<file path="src/rtl/io_request_queue.sv">
// io_request_queue: in-order I/O request FIFO feeding a single-outstanding bus sequencer.
// Define IO_QUEUE_STATS_EN to add load/store strobe counters and a FIFO high-water mark.
package io_request_queue_pkg;
  typedef logic [3:0] core_id_t;
  typedef struct packed {
    logic        store;
    logic [3:0]  thread_idx;
    logic [31:0] address;
    logic [31:0] value;
  } ioreq_packet_t;
  typedef struct packed {
    core_id_t    core;
    logic [3:0]  thread_idx;
    logic [31:0] read_value;
  } iorsp_packet_t;
endpackage

module io_request_queue
  import io_request_queue_pkg::*;
#(
  parameter int FIFO_DEPTH = 4,
  localparam int AW = $clog2(FIFO_DEPTH)
) (
  input  logic          clk,
  input  logic          reset_n,
  input  core_id_t      core_id,
  input  logic          ioreq_valid,
  input  ioreq_packet_t ioreq,
  output logic          ioreq_ready,
  output logic          iorsp_valid,
  output iorsp_packet_t iorsp,
  input  logic          iorsp_ready,
  output logic          io_bus_write_en,
  output logic          io_bus_read_en,
  output logic [31:0]   io_bus_address,
  output logic [31:0]   io_bus_write_data,
  input  logic [31:0]   io_bus_read_data
`ifdef IO_QUEUE_STATS_EN
  ,
  output logic [31:0]   load_count,
  output logic [31:0]   store_count,
  output logic [AW:0]   max_occupancy
`endif
);
  localparam logic [AW:0] FULL = (AW+1)'(FIFO_DEPTH);
  typedef enum logic [1:0] {IDLE, ISSUE, READ_WAIT, RESPOND} state_t;
  state_t        state;
  ioreq_packet_t mem [FIFO_DEPTH];
  ioreq_packet_t head;
  logic [AW:0]   wr_ptr, rd_ptr, count;
  logic          push, pop;
  assign count       = wr_ptr - rd_ptr;
  assign ioreq_ready = count != FULL;
  assign head        = mem[rd_ptr[AW-1:0]];
  assign push        = ioreq_valid && ioreq_ready;
  assign pop         = state == RESPOND && iorsp_ready;
  always_ff @(posedge clk) begin
    if (push) mem[wr_ptr[AW-1:0]] <= ioreq;
  end
  // The head entry stays in the FIFO until its response transfers, so it is the context for the whole access.
  always_ff @(posedge clk or negedge reset_n) begin
    if (!reset_n) begin
      state             <= IDLE;
      wr_ptr            <= '0;
      rd_ptr            <= '0;
      iorsp_valid       <= 1'b0;
      iorsp             <= '0;
      io_bus_write_en   <= 1'b0;
      io_bus_read_en    <= 1'b0;
      io_bus_address    <= '0;
      io_bus_write_data <= '0;
    end else begin
      wr_ptr <= wr_ptr + (AW+1)'(push);
      rd_ptr <= rd_ptr + (AW+1)'(pop);
      case (state)
        IDLE: if (count != '0) begin
          state             <= ISSUE;
          io_bus_write_en   <= head.store;
          io_bus_read_en    <= !head.store;
          io_bus_address    <= head.address;
          io_bus_write_data <= head.value;
        end
        ISSUE: begin
          io_bus_write_en <= 1'b0;
          io_bus_read_en  <= 1'b0;
          state           <= head.store ? RESPOND : READ_WAIT;
          if (head.store) begin
            iorsp_valid <= 1'b1;
            iorsp       <= '{core: core_id, thread_idx: head.thread_idx, read_value: 32'h0};
          end
        end
        READ_WAIT: begin
          state       <= RESPOND;
          iorsp_valid <= 1'b1;
          iorsp       <= '{core: core_id, thread_idx: head.thread_idx, read_value: io_bus_read_data};
        end
        RESPOND: if (iorsp_ready) begin
          iorsp_valid <= 1'b0;
          state       <= IDLE;
        end
        default: state <= IDLE;
      endcase
    end
  end
`ifdef IO_QUEUE_STATS_EN
  always_ff @(posedge clk or negedge reset_n) begin
    if (!reset_n) begin
      load_count    <= '0;
      store_count   <= '0;
      max_occupancy <= '0;
    end else begin
      if (state == IDLE && count != '0) begin
        store_count <= store_count + 32'(head.store);
        load_count  <= load_count + 32'(!head.store);
      end
      if (count > max_occupancy) max_occupancy <= count;
    end
  end
`endif
endmodule

</file>
<file path="config.mk">
export PLATFORM = sky130hd
export DESIGN_NAME = io_request_queue
export DESIGN_NICKNAME = d
export VERILOG_FILES = /design/src/rtl/io_request_queue.sv
export SDC_FILE = /design/constraint.sdc
export NUM_CORES = 1
export LEC_CHECK = 0
export CAP_MARGIN = 0
export CORE_ASPECT_RATIO = 1.5
export CORE_MARGIN = 10
export CORE_UTILIZATION = 40
export DETAILED_ROUTE_END_ITERATION = 7
export DONT_BUFFER_PORTS = 1
export PLACE_DENSITY_LB_ADDON = 0.05
export SYNTH_ARGS = -nofsm -noshare
export SYNTH_HDL_FRONTEND = slang
export SYNTH_SLANG_ARGS = --single-unit
</file>
<file path="constraint.sdc">
create_clock -name clk -period 7.41 [get_ports clk]
set_input_delay 0.3705 -clock clk [delete_from_list [all_inputs] [get_ports clk]]
set_output_delay 0.3705 -clock clk [all_outputs]
set_load 0.01 [all_outputs]
</file>
; ---- Word level (Yosys, flattened, before mapping)
; Memories as Yosys holds them, arrays and structs flattened.
; Index checks and enable logic that the tools add are counted.
[totals]
mem_bits_rw = 276
ff_bits = 115
input_bits = 109
word_cells = 50
mem_count = 1
output_inout_bits = 108
[classes]
add_sub_neg = 3
n_eq_ne = 7
n_reduce_logical = 13
mux = 15
[memory_table]
columns = memory, words, width, read_ports, rd_clocked_by_memory_dff, wr, line
row1 = mem, 4, 69, 1, 0, 1, 48  ; ioreq_packet_t mem [FIFO_DEPTH];
[op_table]
columns = cell, count
row1 = 40-bit case mux with 2 select lines, 1
row2 = 40-bit two-way mux, 1
row3 = 2-bit case mux with 4 select lines, 1
row4 = 2-bit AND reduction, 4
row5 = 1-bit two-way mux, 7
row6 = 3-bit by 1-bit adder with 3-bit output, 2
row7 = 2-bit != test (second input constant), 3
row8 = 3-bit nonzero test, 2
row9 = 2-bit equality test (second input constant), 2
row10 = 2-bit two-way mux, 2
row11 = 1-bit case mux with 2 select lines, 2
row12 = 2-bit nonzero test, 2
row13 = 3-bit != test (second input constant), 1
row14 = 1-bit case mux with 3 select lines, 1
row15 = 3-bit AND reduction, 1
row16 = 3-bit subtractor, 1
row17 = 2-bit by 1-bit equality test with 1-bit output (second input constant), 1
row18 = 1-bit logical AND, 2
row19 = 2-bit logical NOT, 1
row20 = 1-bit logical NOT, 1

; ---- Logic depth before layout (Yosys ltp)
; Gate-level depths: netlist (run 1).
[logic_depth]
depth_word = 5
mapped_depth = 12
mapped_depth_nobuf = 9

; ---- Least setup slack after synthesis (run 1)
; No wires, ideal clock.
[synth_path]
path_kind = reg-to-reg
startpoint = register rd_ptr[1]
endpoint = memory mem[2][0] (netlist name), enable pin
t_arrival_ps = 7124
path_stages_with_launch = 10
required_time_ps = 6815
setup_ps = 595
slack_ps = -309
n_path_buf = 3
period_less_slack_ps = 7719
cell_sequence = dfrtp_1 > clkbuf_1 > buf_2 > buf_1 > inv_1 > ha_1 > nor2b_1 > xnor2_1 > o21ai_0 > nor3b_1
[synth_via]
elab_chain_cells = 5
[synth_rtl]
columns = element, line
row1 = from (decl), 50  ; logic [AW:0] wr_ptr, rd_ptr, count;
row2 = from (signal assigned), 74  ; rd_ptr <= rd_ptr + (AW+1)'(pop);
row3 = 3-bit subtractor, 52  ; assign count = wr_ptr - rd_ptr;
row4 = 3-bit != test, 53  ; assign ioreq_ready = count != FULL;
row5 = 1-bit logical AND, 55  ; assign push = ioreq_valid && ioreq_ready;
row6 = 1-bit two-way mux, 58  ; if (push) mem[wr_ptr[AW-1:0]] <= ioreq;
row7 = 1-bit two-way mux (implied by the code), 58
row8 = to (decl), 48
; Every way passes these cells.

; ---- Final worst setup path (run 1)
[layout_path]
startpoint = register rd_ptr[1]
endpoint = memory mem[3][20] (netlist name), enable pin
; Same word-level chain as after synthesis.

==> metrics.md, run 1 <==
| Metric | Value |
|---|---|
| Final wirelength | 30700 um |
| Detailed placement HPWL | 18400 um |
| Maximum vdd drop | 277 uV |
| Synth-to-layout area growth | 20.0% |
| Final Cell Area | 0.0176 sq mm |
| Final core occ | 48.8% |
| Switching Share | 29.8% |
| WP data arrival | 4.68 ns |
| Via count | 6608 |
| Fraction of layout cells with a size suffix above 1 | 26.8% |
| Initial antenna violation count | 0 |
| Pin count of the biggest net entering global routing | 116 |
| Synth warnings | 0 |
| I/O pins | 217 |
| Combinational group share of total power | 28.0% |
| Hold Crit Class | in2reg |
| Post-cts hold buffer count | 106 |
| Synthesized instance count | 651 |
| Setup ws final | 2.90 ns |
| Lkg Pwr | 6.42 nW |
| ANT nets after route | 0 |
| Ys async rst share | 29.4% |
| Post-Synthesis Cell Area | 0.0147 sq mm |
| CTS Sinks | 391 |
| Internal cell power | 0.00547 W |
| # setup viols final | 0 |
| Placer congestion estimate | 0.729 |
| Top FF cell, synth | edfxtp_1 |
| Vias in the first global route | 7536 |
| Unique masters post-synth | 37 |
| Clk pwr share | 25.8% |
| Post-synthesis sequential area ratio | 76.2% |
| Final TNS setup | 0 ns |
| Slew Limit Fails | 0 |
| Die Height | 254 um |
| Remaining DRCs | 0 |
| Starting density of the core | 40.7% |
| Post-synthesis register bit count | 391 |
| Number of synthesized flops with an enable pin | 276 |
| Post-CTS sizing | 0 |
| Slew HR | 16.6% |
| CP required | 7.58 ns |
| Hold_ws | 0.0218 ns |
| Htree depth | 2 |
| Critical path class | reg2reg |
| Highest clock rate | 222 MHz |
| Placed instance area | 0.0152 sq mm |
| Seq pwr share | 46.2% |
| CTS tree | yes |
| Most frequent CP cell | buf_4 |
| Core area | 0.0361 sq mm |
| Worst Tran Pin Value | 1.24 ns |
| Area of the die | 0.0449 sq mm |
| # Max-Cap Violations | 0 |
| Hold Fails Final Rpt | 0 |
| Gr ovfl total | 0 |
| CP max-delay cell | nor2_4 |
| Clock Path Buffers | 3 |
| Synth Net Count | 771 |
| Clock Latency Late Sink | 0.52 ns |
| Syn Area/Cell | 22.5 sq um |
| Via density | 5.14 |
| Routed len/inst | 23.8 um |
| Final-stage net count | 898 |
| Num CTS Buffers | 39 |
| Post-CTS Setup Bufs | 0 |
| CP Max Fanout | 71 |
| Worst path max stage delay | 1.00 ns |
| Reg clk slew, reported paths | 0.06 ns |
| Sw power | 0.00232 W |
| RSZ-0062 raised after global routing | no |
| DP Worst Slack | 2.77 ns |
| Pre-antenna DRT Iters | 4 |
| Setup Skew | 0.0134 ns |
| Final worst-path cycle share | 60.9% |
| Minimum clock period | 4.51 ns |
| PwrDens | 443 mW/mm^2 |
| Worst Setup End Kind | flop |
| Die width | 176 um |
| Total GRT Usage | 13.7% |
| Root Driver | clkbuf_16 |
| Startpoint types | flop |
| Outcome | finished, final reports clean |
| DRT iter0 DRCs | 297 |
| IO Port Bufs | 0 |
| First-pass GRT wire length | 47100 um |
| Crit-path cells | buf_4 -> inv_1 -> ha_1 -> nor2b_1 -> xnor2_1 -> o21ai_0 -> nor2_4 -> buf_4 |
| Std-Cell Rows | 85 |
==> final timing paths <==
kind | end | startpoint | cells past startpoint | slack (ns)
worst min-delay path | iorsp[28] | io_bus_read_data[28] | 1 | 0.02
max in group asynchronous | rd_ptr[0] | reset_n | 2 | 6.39
worst max-delay path | mem[3][20] | rd_ptr[1] | 8 | 2.90
worst max register to register | mem[3][20] | rd_ptr[1] | 8 | 2.90
worst min register to register | wr_ptr[2] | wr_ptr[2] | 1 | 0.52
min in group asynchronous | io_bus_write_data[1] | reset_n | 2 | 0.45
==> cell families (layout without fill, tap and decap cells) <==
kind of cell	Yosys count	count (layout)	synth area share [%]
buffers and inverters	38	194	1.45
AO/OA/AOI/OAI	43	43	2.51
other	0	1	0
flip-flops	391	391	76.2
multiplexers	143	143	17.8
XOR/XNOR	5	5	0.401
adder cells (fa/ha/maj)	11	11	0.939
AND/OR/NAND/NOR	20	20	0.708
==> critical path, delay by kind of cell (launching register included) <==
| kind | cells | cell delay [ns] |
|---|---|---|
| AOI/OAI and AO/OA | 1 | 0.45 |
| xor gates and xnor gates | 1 | 0.24 |
| adders and majority gates | 1 | 0.23 |
| buffers and inverters | 3 | 1.54 |
| DFF | 1 | 0.39 |
| and+or+nand+nor | 2 | 1.26 |
==> state kept, by name, indices dropped and copies added (netlist names) <==
register           flops
mem                  276
iorsp                 40
io_bus_address        32
io_bus_write_data     32
rd_ptr                 3
wr_ptr                 3
state                  2
io_bus_read_en         1
io_bus_write_en        1
iorsp_valid            1
==> area by class of cell <==
type                            instances  area (sq um)
Antenna cell                            1          2.50
Multi-Input combinational cell        222          3320
Fill cell                            2916         18500
Timing Repair Buffer                  117          1160
Inverter                                7          26.3
Clock buffer                           55          1090
Tap cell                              478           598
Clock inverter                         15           223
Sequential cell                       391         11200
==> power groups by stage <==
stage,Sequential [W],Clock [W],Combinational (W)
global placement,0.00365,0,0.00210
floorplan,0.00350,0,0.00178
CTS,0.00363,0.00208,0.00224
finish,0.00360,0.00201,0.00218
global route,0.00369,0.00217,0.00237
detailed placement,0.00367,0,0.00216
==> through the flow <==
stage                     total power (W)  std cells
after floorplan                   0.00528        651
after global placement            0.00574       1109
after detailed placement          0.00583       1109
after CTS                         0.00795       1285
after global routing              0.00823       1285
final                             0.00779       1286
==> layout by cell type, fill, tap and decap left out, types with 2 or more instances in the layout <==
cell type,netlist,final
dfrtp_1,115,113
a22o_1,32,32
nor2b_1,3,2
xor2_1,2,2
clkbuf_16,0,41
xor2_2,2,2
nor3_2,0,2
clkinv_1,0,7
dlygate4sd3_1,0,105
buf_4,2,11
bufinv_16,0,6
mux2_4,60,60
nand2_1,5,5
clkbuf_1,8,13
edfxtp_1,276,276
ha_1,11,11
and2_1,2,2
mux2_2,13,13
dfrtp_4,0,2
inv_1,7,7
mux4_2,69,69
o21ai_0,2,2
==> layer usage <==
metal | vias to the layer above | track usage, % | share of wire (%)
li1 | 2885 | - | -
met1 | 3467 | 15.6 | 38
met3 | 42 | 4.94 | 8.8
met4 | 0 | 3.91 | 1.8
met5 | - | 0 | 0
met2 | 214 | 23.7 | 51
==> cell usage after synthesis (2+ instances only) <==
cell type | count | share of area (%)
buf_6 | 6 | 0.46
nor2_1 | 2 | 0.051
mux4_2 | 69 | 11
nor2b_1 | 3 | 0.13
ha_1 | 11 | 0.94
xor2_2 | 2 | 0.22
inv_1 | 7 | 0.18
edfxtp_1 | 276 | 57
and2_1 | 2 | 0.085
mux2_2 | 13 | 1.0
nor3_1 | 3 | 0.10
buf_4 | 2 | 0.10
clkbuf_1 | 8 | 0.20
buf_2 | 14 | 0.48
xor2_1 | 2 | 0.12
a22o_1 | 32 | 1.9
dfrtp_1 | 115 | 20
nand2_1 | 5 | 0.13
mux2_4 | 60 | 6.1
o21ai_0 | 2 | 0.068
(Power assumes the default switching activity.)
==> run 2, diff against run 1 <==
- ABC_AREA: unset -> 1
- clock period: 7.41 -> 3.7 ns (I/O delays scaled with it)
==> metrics.md, run 2 <==
| Metric | Value |
|---|---|
| Clock Path Buffers | 3 (unchanged) |
| RSZ-0062 raised after global routing | no (unchanged) |
| Synth cell count leaders | 312 x nand2_1, 276 x edfxtp_1, 137 x nor2_1 (was 276 x edfxtp_1, 115 x dfrtp_1, 69 x mux4_2) |
| Synth warnings | 0 (unchanged) |
| Setup Skew | 0.0105 ns (was 0.0134 ns) |
| Final TNS setup | 0 ns (unchanged) |
| Final wirelength | 37400 um (was 30700 um) |
| Fillers | 3263 (was 2916) |
| Switching Share | 37.6% (was 29.8%) |
| Worst Setup End Kind | flop (unchanged) |
| Via density | 5.06 (was 5.14) |
| Vias in the first global route | 9491 (was 7536) |
| DRT iter0 DRCs | 644 (was 297) |
| Synth Net Count | 1316 (was 771) |
| Hold Fails Final Rpt | 0 (unchanged) |
| Placer congestion estimate | 0.728 (was 0.729) |
| CP bufs+invs | 3 (unchanged) |
| Fraction of layout cells with a size suffix above 1 | 6.79% (was 26.8%) |
| Slew Limit Fails | 0 (unchanged) |
| Die width | 177 um (was 176 um) |
| CTS Sinks | 391 (unchanged) |
| Clock Latency Late Sink | 0.53 ns (was 0.52 ns) |
| Worst path max stage delay | 0.53 ns (was 1.00 ns) |
| Initial antenna violation count | 3 (was 0) |
| Core area | 0.0367 sq mm (was 0.0361 sq mm) |
| Gr ovfl total | 0 (unchanged) |
| Post-Synthesis Cell Area | 0.0148 sq mm (was 0.0147 sq mm) |
| CP required | 3.86 ns (was 7.58 ns) |
| Worst Tran Pin Value | 0.862 ns (was 1.24 ns) |
| Placed instance area | 0.0154 sq mm (was 0.0152 sq mm) |
| Starting density of the core | 40.4% (was 40.7%) |
| Post-CTS Setup Bufs | 0 (unchanged) |
| Remaining DRCs | 0 (unchanged) |
| Final worst-path cycle share | 66.6% (was 60.9%) |
| Num CTS Buffers | 39 (unchanged) |
| Synthesized instance count | 1196 (was 651) |
| R2R Path Start | wr_ptr[0] (was rd_ptr[1]) |
| Crit-path cells | inv_1 -> ha_1 -> inv_1 -> a21oi_1 -> nand2_1 -> nand2_1 -> nand2_2 -> nand2_4 -> nor3_4 -> buf_4 (was buf_4 -> inv_1 -> ha_1 -> nor2b_1 -> xnor2_1 -> o21ai_0 -> nor2_4 -> buf_4) |
| CTS tree | yes (unchanged) |
| Commonest non-fill, non-tap cell in the layout | nand2_1 (was edfxtp_1) |
| ANT nets after route | 0 (unchanged) |
| Top FF cell, synth | edfxtp_1 (unchanged) |
| WP data arrival | 2.62 ns (was 4.68 ns) |
| Highest clock rate | 406 MHz (was 222 MHz) |
| Multi-input gate area | 0.00331 sq mm (was 0.00332 sq mm) |
| R2r endpoint | mem[3][9] (was mem[3][20]) |
| Final Cell Area | 0.0177 sq mm (was 0.0176 sq mm) |
| PwrDens | 882 mW/mm^2 (was 443 mW/mm^2) |
| Critical path's top delay family | buffers and inverters (unchanged) |
| Maximum vdd drop | 652 uV (was 277 uV) |
| Minimum clock period | 2.46 ns (was 4.51 ns) |
| CP Max Fanout | 39 (was 71) |
| Unique masters post-synth | 26 (was 37) |
| Root Driver | clkbuf_16 (unchanged) |
| Final core occ | 48.2% (was 48.8%) |
| Die Height | 256 um (was 254 um) |
| Post-synthesis sequential area ratio | 75.3% (was 76.2%) |
| Post-synthesis register bit count | 391 (unchanged) |
| Total GRT Usage | 16.4% (was 13.7%) |
| Std-Cell Rows | 86 (was 85) |
| R2R depth | 10 (was 8) |
| Register Area | 0.0112 sq mm (about the same) |
| Count leader, synth | nand2_1 (was edfxtp_1) |
| Startpoint types | flop (unchanged) |
| Pre-antenna DRT Iters | 6 (was 4) |
| Outcome | finished, final reports clean (unchanged) |
| Number of flip-flops under the largest register name | 276 (unchanged) |
| Internal cell power | 0.00973 W (was 0.00547 W) |
| Htree depth | 2 (unchanged) |
| Number of synthesized flops with an enable pin | 276 (unchanged) |
| Hold Crit Class | in2async (was in2reg) |
| Area of the die | 0.0453 sq mm (was 0.0449 sq mm) |
| Sw power | 0.00587 W (was 0.00232 W) |
| Ys async rst share | 29.4% (unchanged) |
| # setup viols final | 0 (unchanged) |
| Commonest non-fill, non-tap cells in the layout | 310 x nand2_1, 276 x edfxtp_1, 137 x nor2_1, 130 x o21ai_0, 113 x dfrtp_1 (was 276 x edfxtp_1, 113 x dfrtp_1, 105 x dlygate4sd3_1, 69 x mux4_2, 60 x mux2_4) |
| Synth top area cells | edfxtp_1 56%, dfrtp_1 19%, nand2_1 7.9% (was edfxtp_1 57%, dfrtp_1 20%, mux4_2 11%) |
| Slew HR | 42.5% (was 16.6%) |
| Syn Area/Cell | 12.4 sq um (was 22.5 sq um) |
| Seq pwr share | 44.8% (was 46.2%) |
| Pin count of the biggest net entering global routing | 116 (unchanged) |
| Reg clk slew, reported paths | 0.06 ns (about the same) |
| Via count | 9170 (was 6608) |
| Synth-to-layout area growth | 19.3% (was 20.0%) |
| Reg2Reg Setup Slack | 1.24 ns (was 2.90 ns) |
| Lkg Pwr | 6.85 nW (was 6.42 nW) |
| First-pass GRT wire length | 58200 um (was 47100 um) |
| Power, Total | 0.0156 W (was 0.00779 W) |
| Combinational group share of total power | 30.5% (was 28.0%) |
| Top-area cell type share of the netlist area | 55.9% (was 56.5%) |
| # Max-Cap Violations | 0 (unchanged) |
| Final-stage net count | 1416 (was 898) |
| Detailed placement HPWL | 21900 um (was 18400 um) |
| Routed len/inst | 20.7 um (was 23.8 um) |
| Clk pwr share | 24.7% (was 25.8%) |
| IO Port Bufs | 0 (unchanged) |
| CP max-delay cell | buf_4 (was nor2_4) |
| I/O pins | 217 (unchanged) |
| Largest area contributor in the netlist | edfxtp_1 (unchanged) |
| Critical path class | reg2reg (unchanged) |
-- run 2: metrics by stage --
step | hold WS [ns] | setup slack (ns) | std cells
global placement | -0.107 | 1.28 | 1630
finish | 0.317 | 1.24 | 1811
global route | 0.328 | 1.06 | 1811
floorplan | -0.111 | 0.0576 | 1196
detailed placement | -0.107 | 1.27 | 1630
CTS | 0.285 | 1.23 | 1809
-- run 2: routing by layer --
layer	track usage, %	part of all wire (%)	vias up	routed length, um
met5	0	0.035	-	13
met2	29.1	52	208	19500
met3	3.66	5.7	46	2140
li1	-	-	4378	-
met4	4.12	1.8	2	669
met1	19.4	40	4536	15100
-- run 2: layout make-up --
type,instances,area share [%]
clock buffer,47,5.69
multi-input combinational,718,18.7
inverter,18,0.396
timing repair buffer,128,7.36
tap,484,3.42
sequential,391,63.1
antenna,2,0.0283
clock inverter,23,1.24
-- run 2: kinds of logic after synthesis --
family | Yosys count | synth area share [%]
adders and majority gates | 11 | 0.928
AOI/OAI and AO/OA | 209 | 7.74
buffers and inverters | 87 | 2.83
xor gates and xnor gates | 2 | 0.118
DFF | 391 | 75.3
and+or+nand+nor | 496 | 13.1
-- run 2: repair_timing --
item                       CTS  global route
setup endpoints to repair    0             0
hold buffers               109             0
hold endpoints to repair   432             0
resized for setup            0             0
-- run 2: worst register-to-register path: stages (launching register included) --
cell     delay (ns)
dfrtp_1        0.47
inv_1          0.17
ha_1           0.23
inv_1          0.06
a21oi_1        0.06
nand2_1        0.09
nand2_1        0.07
nand2_2        0.09
nand2_4        0.10
nor3_4         0.15
buf_4          0.53
-- run 2: worst max path at each step --
| stage | startpoint | to | slack, ns | cells past startpoint |
|---|---|---|---|---|
| floorplan | rd_ptr[1] | mem[0][0] | 0.06 | 10 |
| global placement | wr_ptr[0] | mem[3][21] | 1.28 | 11 |
| detailed placement | wr_ptr[0] | mem[3][21] | 1.27 | 10 |
| CTS | wr_ptr[0] | mem[3][21] | 1.23 | 10 |
| global route | wr_ptr[0] | mem[3][21] | 1.06 | 10 |
| finish | wr_ptr[0] | mem[3][9] | 1.24 | 10 |
-- run 2: power by group through the flow --
stage	logic [W]	registers, W	clock network [W]
after global placement	0.00469	0.00711	0
after detailed placement	0.00472	0.00712	0
after floorplan	0.00343	0.00690	0
after global routing	0.00548	0.00714	0.00413
final	0.00476	0.00699	0.00385
after CTS	0.00491	0.00704	0.00397
